**src/rtl/wb_rob_writer.sv**
```systemverilog
// wb_rob_writer
// Writeback-side consumer of the M/WB pipeline register. Each valid M/WB bundle
// is queued in a DEPTH-entry FIFO and presented to the ROB result-write port
// through a valid/ready handshake. The FIFO absorbs cycles in which the ROB
// port is busy, and stall_out holds the M stage while the FIFO is full.
//
// Optional feature (macro WB_BYPASS_EN):
//   If defined and the FIFO is empty, a valid bundle that the ROB can accept
//   in the same cycle (rob_wr_ready=1, flush=0) goes straight to rob_wr_*
//   combinationally and is not stored. If the macro is not defined, every
//   bundle goes through the FIFO, so the minimum latency is one cycle.
//
// Ports
//   clk, reset                  clock (rising edge), asynchronous active-low reset
//   valid + bundle fields       M/WB bundle: instruction_type, pc, exception,
//                               virtual_addr_exception, aluResult, rob_id
//   flush                       synchronous discard of every buffered entry
//   stall_out                   FIFO full; upstream must hold its bundle
//   rob_wr_valid/rob_wr_ready   handshake toward the ROB result-write port
//   rob_wr_*                    head entry fields (zero when nothing is presented)
//   count                       FIFO occupancy, 0..DEPTH
module wb_rob_writer #(
    parameter int WORD_SIZE       = 32,
    parameter int INSTR_TYPE_SZ   = 2,
    parameter int ROB_ENTRY_WIDTH = 3,
    parameter int DEPTH           = 4
) (
    input  logic                       clk,
    input  logic                       reset,
    input  logic                       valid,
    input  logic [INSTR_TYPE_SZ-1:0]   instruction_type,
    input  logic [WORD_SIZE-1:0]       pc,
    input  logic                       exception,
    input  logic [WORD_SIZE-1:0]       virtual_addr_exception,
    input  logic [WORD_SIZE-1:0]       aluResult,
    input  logic [ROB_ENTRY_WIDTH-1:0] rob_id,
    input  logic                       flush,
    output logic                       stall_out,
    output logic                       rob_wr_valid,
    input  logic                       rob_wr_ready,
    output logic [INSTR_TYPE_SZ-1:0]   rob_wr_instruction_type,
    output logic [WORD_SIZE-1:0]       rob_wr_pc,
    output logic                       rob_wr_exception,
    output logic [WORD_SIZE-1:0]       rob_wr_virtual_addr_exception,
    output logic [WORD_SIZE-1:0]       rob_wr_aluResult,
    output logic [ROB_ENTRY_WIDTH-1:0] rob_wr_rob_id,
    output logic [$clog2(DEPTH):0]     count
);

    localparam int PTR_W = $clog2(DEPTH);
    localparam int CNT_W = PTR_W + 1;

    typedef struct packed {
        logic [INSTR_TYPE_SZ-1:0]   instruction_type;
        logic [WORD_SIZE-1:0]       pc;
        logic                       exception;
        logic [WORD_SIZE-1:0]       virtual_addr_exception;
        logic [WORD_SIZE-1:0]       alu_result;
        logic [ROB_ENTRY_WIDTH-1:0] rob_id;
    } entry_t;

    entry_t             mem [DEPTH];
    entry_t             in_entry;
    entry_t             out_entry;
    logic [PTR_W-1:0]   wr_ptr_reg;
    logic [PTR_W-1:0]   rd_ptr_reg;
    logic [CNT_W-1:0]   count_reg;
    logic               full;
    logic               empty;
    logic               bypass;
    logic               push;
    logic               pop;

    assign in_entry = '{
        instruction_type:       instruction_type,
        pc:                     pc,
        exception:              exception,
        virtual_addr_exception: virtual_addr_exception,
        alu_result:             aluResult,
        rob_id:                 rob_id
    };

    assign full  = (count_reg == CNT_W'(DEPTH));
    assign empty = (count_reg == '0);

`ifdef WB_BYPASS_EN
    // Gated with reset so nothing is presented while reset is held.
    assign bypass = reset && empty && valid && rob_wr_ready && !flush;
`else
    assign bypass = 1'b0;
`endif

    // A bypassed bundle is delivered directly and never takes a FIFO slot.
    // flush cancels both the push and the pop in the same cycle.
    assign push = valid && !full && !bypass && !flush;
    assign pop  = !empty && rob_wr_ready && !flush;

    // The storage has no reset because its contents are don't-care until
    // count says an entry is valid.
    always_ff @(posedge clk) begin
        if (push) begin
            mem[wr_ptr_reg] <= in_entry;
        end
    end

    always_ff @(posedge clk or negedge reset) begin
        if (!reset) begin
            wr_ptr_reg <= '0;
            rd_ptr_reg <= '0;
            count_reg  <= '0;
        end else if (flush) begin
            rd_ptr_reg <= wr_ptr_reg;
            count_reg  <= '0;
        end else begin
            // Pointers wrap naturally because DEPTH is a power of two.
            if (push) begin
                wr_ptr_reg <= wr_ptr_reg + 1'b1;
            end
            if (pop) begin
                rd_ptr_reg <= rd_ptr_reg + 1'b1;
            end
            case ({push, pop})
                2'b10:   count_reg <= count_reg + 1'b1;
                2'b01:   count_reg <= count_reg - 1'b1;
                default: count_reg <= count_reg;
            endcase
        end
    end

    // Head presentation: bypass takes priority (it is only possible when the
    // FIFO is empty). Outputs are forced to zero while nothing is presented.
    always_comb begin
        out_entry    = '0;
        rob_wr_valid = 1'b0;
        if (bypass) begin
            out_entry    = in_entry;
            rob_wr_valid = 1'b1;
        end else if (!empty) begin
            out_entry    = mem[rd_ptr_reg];
            rob_wr_valid = 1'b1;
        end
    end

    assign rob_wr_instruction_type       = out_entry.instruction_type;
    assign rob_wr_pc                     = out_entry.pc;
    assign rob_wr_exception              = out_entry.exception;
    assign rob_wr_virtual_addr_exception = out_entry.virtual_addr_exception;
    assign rob_wr_aluResult              = out_entry.alu_result;
    assign rob_wr_rob_id                 = out_entry.rob_id;
    assign stall_out                     = full;
    assign count                         = count_reg;

endmodule

```
**config.mk**
```make
export PLATFORM = sky130hd
export DESIGN_NAME = wb_rob_writer
export DESIGN_NICKNAME = d
export VERILOG_FILES = /design/src/rtl/wb_rob_writer.sv
export SDC_FILE = /design/constraint.sdc
export NUM_CORES = 1
export LEC_CHECK = 0
export BUFFER_PORTS_ARGS = -buffer_cell sky130_fd_sc_hd__clkbuf_2
export CAP_MARGIN = 20
export CELL_PAD_IN_SITES_DETAIL_PLACEMENT = 0
export CELL_PAD_IN_SITES_GLOBAL_PLACEMENT = 2
export CORE_ASPECT_RATIO = 0.6
export CORE_UTILIZATION = 40
export DETAILED_ROUTE_END_ITERATION = 10
export PLACE_DENSITY_LB_ADDON = 0.1
export REMOVE_ABC_BUFFERS = 1
export SKIP_LAST_GASP = 1
export SLEW_MARGIN = 20
export SYNTH_ARGS = -nofsm -noshare
export SYNTH_HDL_FRONTEND = slang
export SYNTH_SLANG_ARGS = --single-unit
```
**constraint.sdc**
```tcl
create_clock -name clk -period 11.1 [get_ports clk]
set_clock_uncertainty 0.05 [all_clocks]
set_input_delay 0.555 -clock clk [delete_from_list [all_inputs] [get_ports clk]]
set_output_delay 0.555 -clock clk [all_outputs]
set_load 0.02 [all_outputs]
```
Yosys cells after proc, flatten, opt, wreduce, memory -nomap -nowiden

Memories as Yosys holds them, arrays and structs flattened.
Index checks and enable logic that the tools add are counted.

Register bits after elaboration: 7
RAM bits: 408
Input bits: 107
Output and inout port bits: 107
Logic and storage cells: 31
Memories kept: 1

Memories:

| name | depth | width | read ports | clocked after Yosys merged registers in | write ports | line | source |
|---|---|---|---|---|---|---|---|
| mem  | 4     | 102   | 1          | 0                                       | 1           | 62   | `entry_t mem [DEPTH];` |

Add/sub/neg operators: 4
Equal/unequal tests: 3
Multiplexer cells: 8
Bitwise gates (word level): 1
Reductions and logical operators: 11

Operator list:

| cell                                                                  | count |
|---|---|
| 102-bit two-way mux                                                   | 1 |
| 3-bit one-hot mux with 2 select lines                                 | 1 |
| 2-bit by 1-bit adder with 2-bit output, second input constant         | 2 |
| 1-bit logical AND                                                     | 4 |
| 2-bit two-way mux                                                     | 2 |
| 3-bit by 1-bit adder with 3-bit output, second input constant         | 1 |
| 3-bit equality test, second input constant                            | 1 |
| 1-bit logical NOT                                                     | 3 |
| 3-bit logical NOT                                                     | 1 |
| 1-bit two-way mux                                                     | 3 |
| 3-bit two-way mux                                                     | 1 |
| 3-bit nonzero test                                                    | 1 |
| 3-bit by 1-bit subtractor with 3-bit output, second input constant    | 1 |
| 2-bit by 1-bit equality test with 1-bit output, second input constant | 1 |
| 2-bit equality test, second input constant                            | 1 |
| 2-bit AND reduction                                                   | 1 |
| 2-bit nonzero test                                                    | 1 |
| 1-bit inverter                                                        | 1 |

Depth between registers and ports, before layout

Gate-level depths: netlist of run 1.

Word-level depth: 7
Gate-level depth with buffers: 7
Gate-level depth less buffers: 6

Least setup slack after synthesis of run 1

No wires, ideal clock.

Path kind: register -> register
Start: reg count_reg[2] (netlist: count[2])
End: mem mem[0][0] in the netlist's numbering (enable)
Library setup time: 0.472 ns
Arrival time: 3.571 ns
Data required time: 10.578 ns
Setup slack: 7.007 ns
Cell stages (with the launch flop): 5
Buffers on the path: 1
Clock period less this slack: 4.093 ns
Path through: dfrtp_1 buf_2 nor3b_1 nor3b_2 and2_1

Cells in the longest elaborated chain, start to end: 6

Ends and longest elaborated chain:

| what                                    | line | source |
|---|---|---|
| from (decl)                             | 67   | `logic [CNT_W-1:0] count_reg;` |
| from (signal assigned)                  | 123  | `2'b10: count_reg <= count_reg + 1'b1;` |
| from (signal assigned)                  | 124  | `2'b01: count_reg <= count_reg - 1'b1;` |
| from (signal assigned)                  | 125  | `default: count_reg <= count_reg;` |
| 3-bit equality test                     | 83   | `assign full = (count_reg == CNT_W'(DEPTH));` |
| via stall_out                           | 38   | `output logic stall_out,` |
| 1-bit logical NOT                       | 95   | `assign push = valid && !full && !bypass && !flush;` |
| 1-bit logical AND (2 in a row)          | 95   |  |
| 1-bit two-way mux                       | 101  | `if (push) begin` |
| 1-bit two-way mux (implied by the code) | 102  | `mem[wr_ptr_reg] <= in_entry;` |
| to (decl)                               | 62   |  |

The timed path passes the listed nets, and every way through them passes these cells.

Worst setup path in the final report of run 1

Start: reg rd_ptr_reg[0]
End: out rob_wr_aluResult[9]

Cells in the longest elaborated chain, start to end: 2

Ends and longest elaborated chain:

| what                    | line | source |
|---|---|---|
| from (decl)             | 66   | `logic [PTR_W-1:0] rd_ptr_reg;` |
| from (signal assigned)  | 112  | `rd_ptr_reg <= wr_ptr_reg;` |
| from (signal assigned)  | 120  | `rd_ptr_reg <= rd_ptr_reg + 1'b1;` |
| memory read 4 x 102 bit | -    |  |
| 102-bit two-way mux     | 138  | `end else if (!empty) begin` |
| to (decl)               | 45   | `output logic [WORD_SIZE-1:0] rob_wr_aluResult,` |

Every way passes these cells.

==> results_dict.tcl, run 1 <==
set metrics [dict create \
    slew-limit-headroom_pct 40.63 \
    clock_sink_count 415 \
    inserted_clock_buffers 41 \
    synth_most_common_cell "edfxtp_1" \
    largest_register_ff_count 408 \
    synth-edff-count 408 \
    design.die.area_sq_um 40800 \
    timing.final.max_slew_violations 0 \
    dp_hpwl_um 19920 \
    worst_setup_hold_path_clk_slew_ns 0.06 \
    setup_viol 0 \
    htree_num_levels 2 \
    setup_repair_after_global_routing_missed_its_margin "no" \
    synthesis_stage_register_bit_count 415 \
    detailroute.via_count 7595 \
    wl_per_cell_um 22.72 \
    hold_violations 0 \
    period_share_pct 38.55 \
    vdd_drop_max_mv 0.1183 \
    synthDistinctLibCells 38 \
    cts_tree "yes" \
    status "finished, final reports clean" \
    postSynthCellCount 707 \
    detail_route.first_pass.iterations 4 \
    worst-endpoint-required_ns 10.50 \
    globalRoute.totalOverflow 0 \
    worst-path-max-fanout 51 \
    post_cts_resized 0 \
    hold_path_class "in2reg" \
    synth-seq-area-share_pct 77.73 \
    worst_path_slowest_cell "dfrtp_4" \
    leading_post_synthesis_cells_by_instance_count "408 x edfxtp_1, 106 x and2_1, 102 x mux4_2" \
    effective_utilization_at_floorplan_pct 40.74 \
    synth_area_sq_um 15990 \
    timing.critical_path.arrival_ns 3.67 \
    yosysTopAreaCell "edfxtp_1" \
    synth_top_cells_by_area "edfxtp_1 77%, mux4_2 14%, and2_1 4.1%, dfrtp_1 1.1%, buf_8 0.47%" \
    floorplan.core_area_sq_um 39240 \
    critical_path_capture_point_type "output port" \
    grt_pass1_wl_um 50990 \
    synthToLayoutAreaGrowth_pct 18.48 \
    clock_tree_root_driver_cell "clkbuf_16" \
    critPathKind "reg2out" \
    placementRows 56 \
    synthesis.area_per_instance_sq_um 22.61 \
    number_of_antenna_violations_at_the_first_check_in_global_routing 1 \
    timing.critical_path.from_type "flop" \
    max_cap_viol_count 0 \
    power.density_cell_area_nw_per_um2 236.9 \
    worst_pin_slew_ns 0.8906 \
    grt_start_max_net_pins 70 \
    diodes_inserted 0 \
    yosys.area.top_type_share_pct 76.64 \
    setup_total_negative_slack_ns 0 \
    ys_flop_type "edfxtp_1" \
    vias_per_cell 5.111 \
    die-width_um 260.1 \
    maxClockFrequency_ghz 0.2337 \
    chipHeight_um 156.9 \
    ioPinCount 214 \
    drc 0 \
    antenna_left 0 \
    final_nets 1044 \
    yosys_warnings 0 \
    detailedRoute.firstIterationViolations 491 \
    cpPeakStageDelay_ns 0.79 \
    worst_path_cell_chain "buf_4 -> buf_6 -> mux4_2 -> and2_1 -> clkbuf_2" \
    synthArstFlopShare_pct 1.687 \
    finalWirelength_um 33760 \
    leakage_power_figure_nw 6.476 \
    layout_min_cycle_time_ns 4.279 \
    post-route-util_pct 48.27 \
    grtUsageTotal_pct 16.93 \
    place.port_buffers 213 \
    routabilityCongestion 0.7165 \
    cts_buffer_depth 3 \
    post-cts-setup-buffers 0 \
    insertion_delay_ns 0.53 \
    grt_pass1_vias 8330 \
    ratio_of_cells_with_drive_above_1_in_the_final_layout_pct 40.25 \
]
path summary, 6_finish.rpt:
kind / from / to / slack (ns) / cells after the start
max in group asynchronous: reset / rd_ptr_reg[0] / 10.42 / 2
min: virtual_addr_exception[9] / mem[1][44] / 0.18 / 1
min in group asynchronous: reset / count[1] / 0.39 / 2
min reg2reg: wr_ptr_reg[0] / rd_ptr_reg[0] / 0.52 / 2
max: rd_ptr_reg[0] / rob_wr_aluResult[9] / 6.82 / 5
max reg2reg: count[0] / mem[2][15] / 7.81 / 4
logic make-up (layout without fill, tap and decap cells):
family                     count (synthesis)  after routing  synth area share (%)
AOI/OAI and AO/OA                         17             17                0.7906
xor gates and xnor gates                   4              4                0.2192
adders and majority gates                  5              5                0.4383
buffers and inverters                     43            300                 1.659
DFF                                      415            415                 77.73
muxes                                    104            104                 14.50
and+or+nand+nor                          119            119                 4.657
placed cells by master, fill, tap and decap left out, drive strengths merged, types with 2 or more instances in the layout:
cell type / count
edfxtp: 408
clkbuf: 266
and2: 106
mux4: 102
clkinv: 14
buf: 8
dfrtp: 7
bufinv: 6
inv: 5
o21ai: 4
ha: 4
nor3b: 4
xor2: 3
nand2: 3
o311ai: 2
nand2b: 2
power by group:
group,internal [W],switching [W]
registers,0.00189,0.0000869
logic,0.000492,0.000599
clock network,0.000850,0.000567
timing repair:
item / CTS / global route
hold endpoints to repair: 7 / 0
hold buffers: 1 / 0
endpoints found under the setup margin: 0 / 0
final cells by class:
type	instances	area (sq um)
Tap cell	522	653.1
Clock buffer	53	1114
Inverter	3	11.26
Multi-Input combinational cell	249	3309
Clock inverter	22	262.8
Sequential cell	415	12430
Fill cell	3277	20300
Timing Repair Buffer	222	1156
layer usage:
| metal | GRT usage (%) | up-vias | wire [um] |
|---|---|---|---|
| li1 | - | 3350 | - |
| met1 | 23.28 | 4031 | 14950 |
| met2 | 27.53 | 175 | 16510 |
| met3 | 4.130 | 37 | 1880 |
| met4 | 3.509 | 2 | 401 |
| met5 | 0 | - | 13 |
per-stage QoR:
step                      std cells  power, W  hold WS, ns  area (sq um)  setup slack, ns
final                          1486  0.004487       0.1845         18940            6.821
after global routing           1486  0.004700       0.1533         18940            6.458
after global placement         1409  0.003122       0.3644         17530            6.934
after CTS                      1486  0.004569       0.1489         18940            6.627
after detailed placement       1410  0.003139       0.3586         17550            7.223
after floorplan                 667  0.002837       0.2094         15730            5.607
worst max-delay path: cells and delay by family, from the launching register on:
kind,cells,cell delay (ns)
buffers and inverters,3,1.40
DFF,1,0.79
muxes,1,0.63
and+or+nand+nor,1,0.20
No activity file was read; power rests on OpenSTA's default activity.
==> run 2: changes to the inputs <==
--- a/config.mk
+++ b/config.mk
@@ -5,12 +5,13 @@
 export SDC_FILE = /design/constraint.sdc
 export NUM_CORES = 1
 export LEC_CHECK = 0
+export ABC_AREA = 1
 export BUFFER_PORTS_ARGS = -buffer_cell sky130_fd_sc_hd__clkbuf_2
 export CAP_MARGIN = 20
 export CELL_PAD_IN_SITES_DETAIL_PLACEMENT = 0
 export CELL_PAD_IN_SITES_GLOBAL_PLACEMENT = 2
 export CORE_ASPECT_RATIO = 0.6
-export CORE_UTILIZATION = 40
+export CORE_UTILIZATION = 35
 export DETAILED_ROUTE_END_ITERATION = 10
 export PLACE_DENSITY_LB_ADDON = 0.1
 export REMOVE_ABC_BUFFERS = 1
==> constraint.sdc (replaced) <==
create_clock -name clk -period 3.9 [get_ports clk]
set_clock_uncertainty 0.05 [all_clocks]
set_input_delay 0.195 -clock clk [delete_from_list [all_inputs] [get_ports clk]]
set_output_delay 0.195 -clock clk [all_outputs]
set_load 0.02 [all_outputs]
==> results_dict.tcl, run 2 <==
set metrics [dict create \
    yosysTopAreaCell "edfxtp_1" \
    vdd_drop_max_mv 0.5199 \
    die-width_um 279.8 \
    worst_pin_slew_ns 1.049 \
    synthSimpleGateAreaFrac_pct 10.36 \
    cts_tree "yes" \
    power.density_cell_area_nw_per_um2 738.7 \
    layout_min_cycle_time_ns 2.975 \
    maxClockFrequency_ghz 0.3361 \
    clock_sink_count 415 \
    timing.reg2reg.worst_path_depth 5 \
    detailedRoute.firstIterationViolations 635 \
    min_delay_path_depth 5 \
    place.port_buffers 213 \
    worst-path-max-fanout 103 \
    largest_register_ff_count 408 \
    period_share_pct 76.28 \
    synth_xor_area_share_pct 0.1081 \
    post-route-util_pct 44.75 \
    hold_path_class "in2reg" \
    wl_per_cell_um 18.39 \
    worst-endpoint-required_ns 3.65 \
    dp_hpwl_um 20680 \
    synth_most_common_cell "nor2_1" \
    critPathKind "reg2out" \
    setup_repair_after_global_routing_missed_its_margin "no" \
    setup_viol 0 \
    yosys.area_share.adder_pct 0.4324 \
    grt_pass1_wl_um 62550 \
    timing.critical_path.arrival_ns 2.73 \
    r2r_end "mem[2][46]" \
    worstHoldEndpoint "wr_ptr_reg[1]" \
    detailroute.via_count 10330 \
    cts_buffer_depth 3 \
    ys_flop_type "edfxtp_1" \
    setup_total_negative_slack_ns 0 \
    post_synth_mux_area_share_pct 0 \
    clock_tree_root_driver_cell "clkbuf_16" \
    ratio_of_cells_with_drive_above_1_in_the_final_layout_pct 18.26 \
    filler_cell_count 4168 \
    grt_pass1_vias 10220 \
    max_cap_viol_count 0 \
    ioPinCount 214 \
    sw_frac_of_total_pct 38.41 \
    power_frac_clock_pct 25.9 \
    critical_path_capture_point_type "output port" \
    timing.critical_path.from_type "flop" \
    worst_path_cell_chain "inv_6 -> nor2_1 -> o21ai_1 -> a21oi_1 -> clkbuf_2" \
    worst_path_slowest_cell "dfrtp_4" \
    combinational_family_with_the_most_area_after_synthesis "simple AND/OR/NAND/NOR gates" \
    synthToLayoutAreaGrowth_pct 25.01 \
    leading_post_synthesis_cells_by_instance_count "417 x nor2_1, 408 x edfxtp_1, 104 x o21ai_0" \
    synth-edff-count 408 \
    hold_start "valid" \
    critical_path_buf_inv_count 2 \
    synthesis.area_per_instance_sq_um 12.76 \
    chipHeight_um 168.7 \
    power.combinational.fraction_pct 36.6 \
    routabilityCongestion 0.7314 \
    number_of_antenna_violations_at_the_first_check_in_global_routing 3 \
    synth_area_sq_um 16200 \
    insertion_delay_ns 0.54 \
    hold_violations 0 \
    synthArstFlopShare_pct 1.687 \
    complex_gate_fraction_of_the_synthesized_area_pct 9.575 \
    drc 0 \
    worst_setup_hold_path_clk_slew_ns 0.06 \
    grtUsageTotal_pct 17.36 \
    effective_utilization_at_floorplan_pct 35.79 \
    htree_num_levels 2 \
    antenna_left 0 \
    synth_top_cells_by_area "edfxtp_1 76%, nor2_1 9.7%, o21ai_0 3.2%, a21oi_1 3.2%, o21ai_1 3.2%" \
    design.die.area_sq_um 47190 \
    yosys.area.top_type_share_pct 75.61 \
    timing.final.max_slew_violations 0 \
    most_frequent_standard_cell_in_the_layout_excluding_fill_and_tap_cells "nor2_1" \
    grt_start_max_net_pins 208 \
    final_nets 1679 \
    postSynthCellCount 1270 \
    status "finished, final reports clean" \
    cpPeakStageDelay_ns 0.83 \
    cell_internal_pwr_w 0.009216 \
    critical-path-top-delay-family "flip-flops" \
    synthesis_stage_register_bit_count 415 \
    synth-seq-area-share_pct 76.69 \
    globalRoute.totalOverflow 0 \
    layout.cells.most_common_list "413 x nor2_1, 408 x edfxtp_1, 213 x clkbuf_2" \
    inserted_clock_buffers 42 \
    finalWirelength_um 40870 \
    vias_per_cell 4.648 \
    yosys_warnings 0 \
    floorplan.core_area_sq_um 45270 \
    register_area_sq_um 12430 \
    power.switching_w 0.005746 \
    reg_to_reg_start "count[0]" \
    leakage_power_figure_nw 7.219 \
    detail_route.first_pass.iterations 4 \
    multi_input_comb_area_sq_um 3347 \
    slew-limit-headroom_pct 30.05 \
    p_seq_share_pct 37.5 \
    timing.reg2reg.setup_slack_ns 1.50 \
    placementRows 60 \
    synthDistinctLibCells 21 \
]
==> run 2: changes by cell type in the layout (fill, tap and decap cells not counted), sizes merged, moves of 4 or more <==
cell	delta
inv	+9
dlygate4sd3	+104
nand3	+5
bufinv	-4
and2	-106
clkinv	+4
nor2	+416
nor3b	-4
buf	+7
nand2	+17
o21ai	+203
a21oi	+102
mux4	-102
==> run 2: cell type report <==
class	count	area share [%]
inverters	14	0.3212
diodes	3	0.03706
multi-input cells	761	16.52
flip-flops and latches	415	61.39
well taps	620	3.830
clock buffers	56	5.763
repair buffers	333	11.44
clock inverters	20	0.6980
==> run 2: worst max-delay path by stage <==
stage                  start                           endpoint  slack (ns)  cells after the start
4_1_cts        rd_ptr_reg[1]  rob_wr_virtual_addr_exception[27]        0.83                      5
3_5_place_dp   rd_ptr_reg[1]  rob_wr_virtual_addr_exception[27]        1.43                      5
5_1_grt        rd_ptr_reg[1]                      rob_wr_pc[21]        0.67                      5
2_1_floorplan  rd_ptr_reg[0]                      rob_wr_pc[10]       -2.89                      3
3_3_place_gp   rd_ptr_reg[1]  rob_wr_virtual_addr_exception[26]        1.45                      5
6_report       rd_ptr_reg[1]  rob_wr_virtual_addr_exception[27]        0.92                      5
==> run 2: cells by family (layout without fill, tap and decap cells) <==
group | after synthesis | in the layout
buffers and inverters | 94 | 423
AO/OA/AOI/OAI | 310 | 310
flip-flops | 415 | 415
adder cells (fa/ha/maj) | 5 | 5
AND/OR/NAND/NOR | 444 | 444
XOR/XNOR | 2 | 2
other | 0 | 3
==> run 2: power by group through the flow <==
stage | logic, W | clock network [W] | registers, W
after CTS | 0.00565 | 0.00400 | 0.00562
after global placement | 0.00554 | 0 | 0.00571
after detailed placement | 0.00554 | 0 | 0.00571
after global routing | 0.00610 | 0.00417 | 0.00566
after floorplan | 0.00318 | 0 | 0.00597
final | 0.00548 | 0.00388 | 0.00561
==> run 2: worst register-to-register path: cells and delay by family (launching register included) <==
kind	cells	cell delay [ns]
buffers and inverters	1	0.71
flip-flops	1	0.42
AND/OR/NAND/NOR	4	0.79
==> run 2: per-layer routing <==
metal	vias to the layer above	global-route usage (%)	routed length, um
met5	-	0	0
met3	48	2.940	1442
li1	5108	-	-
met4	0	3.873	648
met1	5010	24.26	19390
met2	161	28.43	19380
==> run 2: stage by stage <==
stage	cell area, sq um	total power [W]	std cells	hold slack [ns]	setup slack (ns)
finish	20260	0.01496	2222	0.07757	0.9249
global route	20260	0.01592	2222	0.1119	0.6722
CTS	20250	0.01526	2219	0.03663	0.8269
detailed placement	17890	0.01125	2038	0.01188	1.433
global placement	17890	0.01125	2038	0.01910	1.453
floorplan	15800	0.009144	1190	-0.1506	-2.894
==> run 2: timing repair <==
item / CTS / global route
hold endpoints to repair: 419 / 0
buffers inserted: 0 / 0
hold buffers: 105 / 0
gates resized for setup: 0 / 0
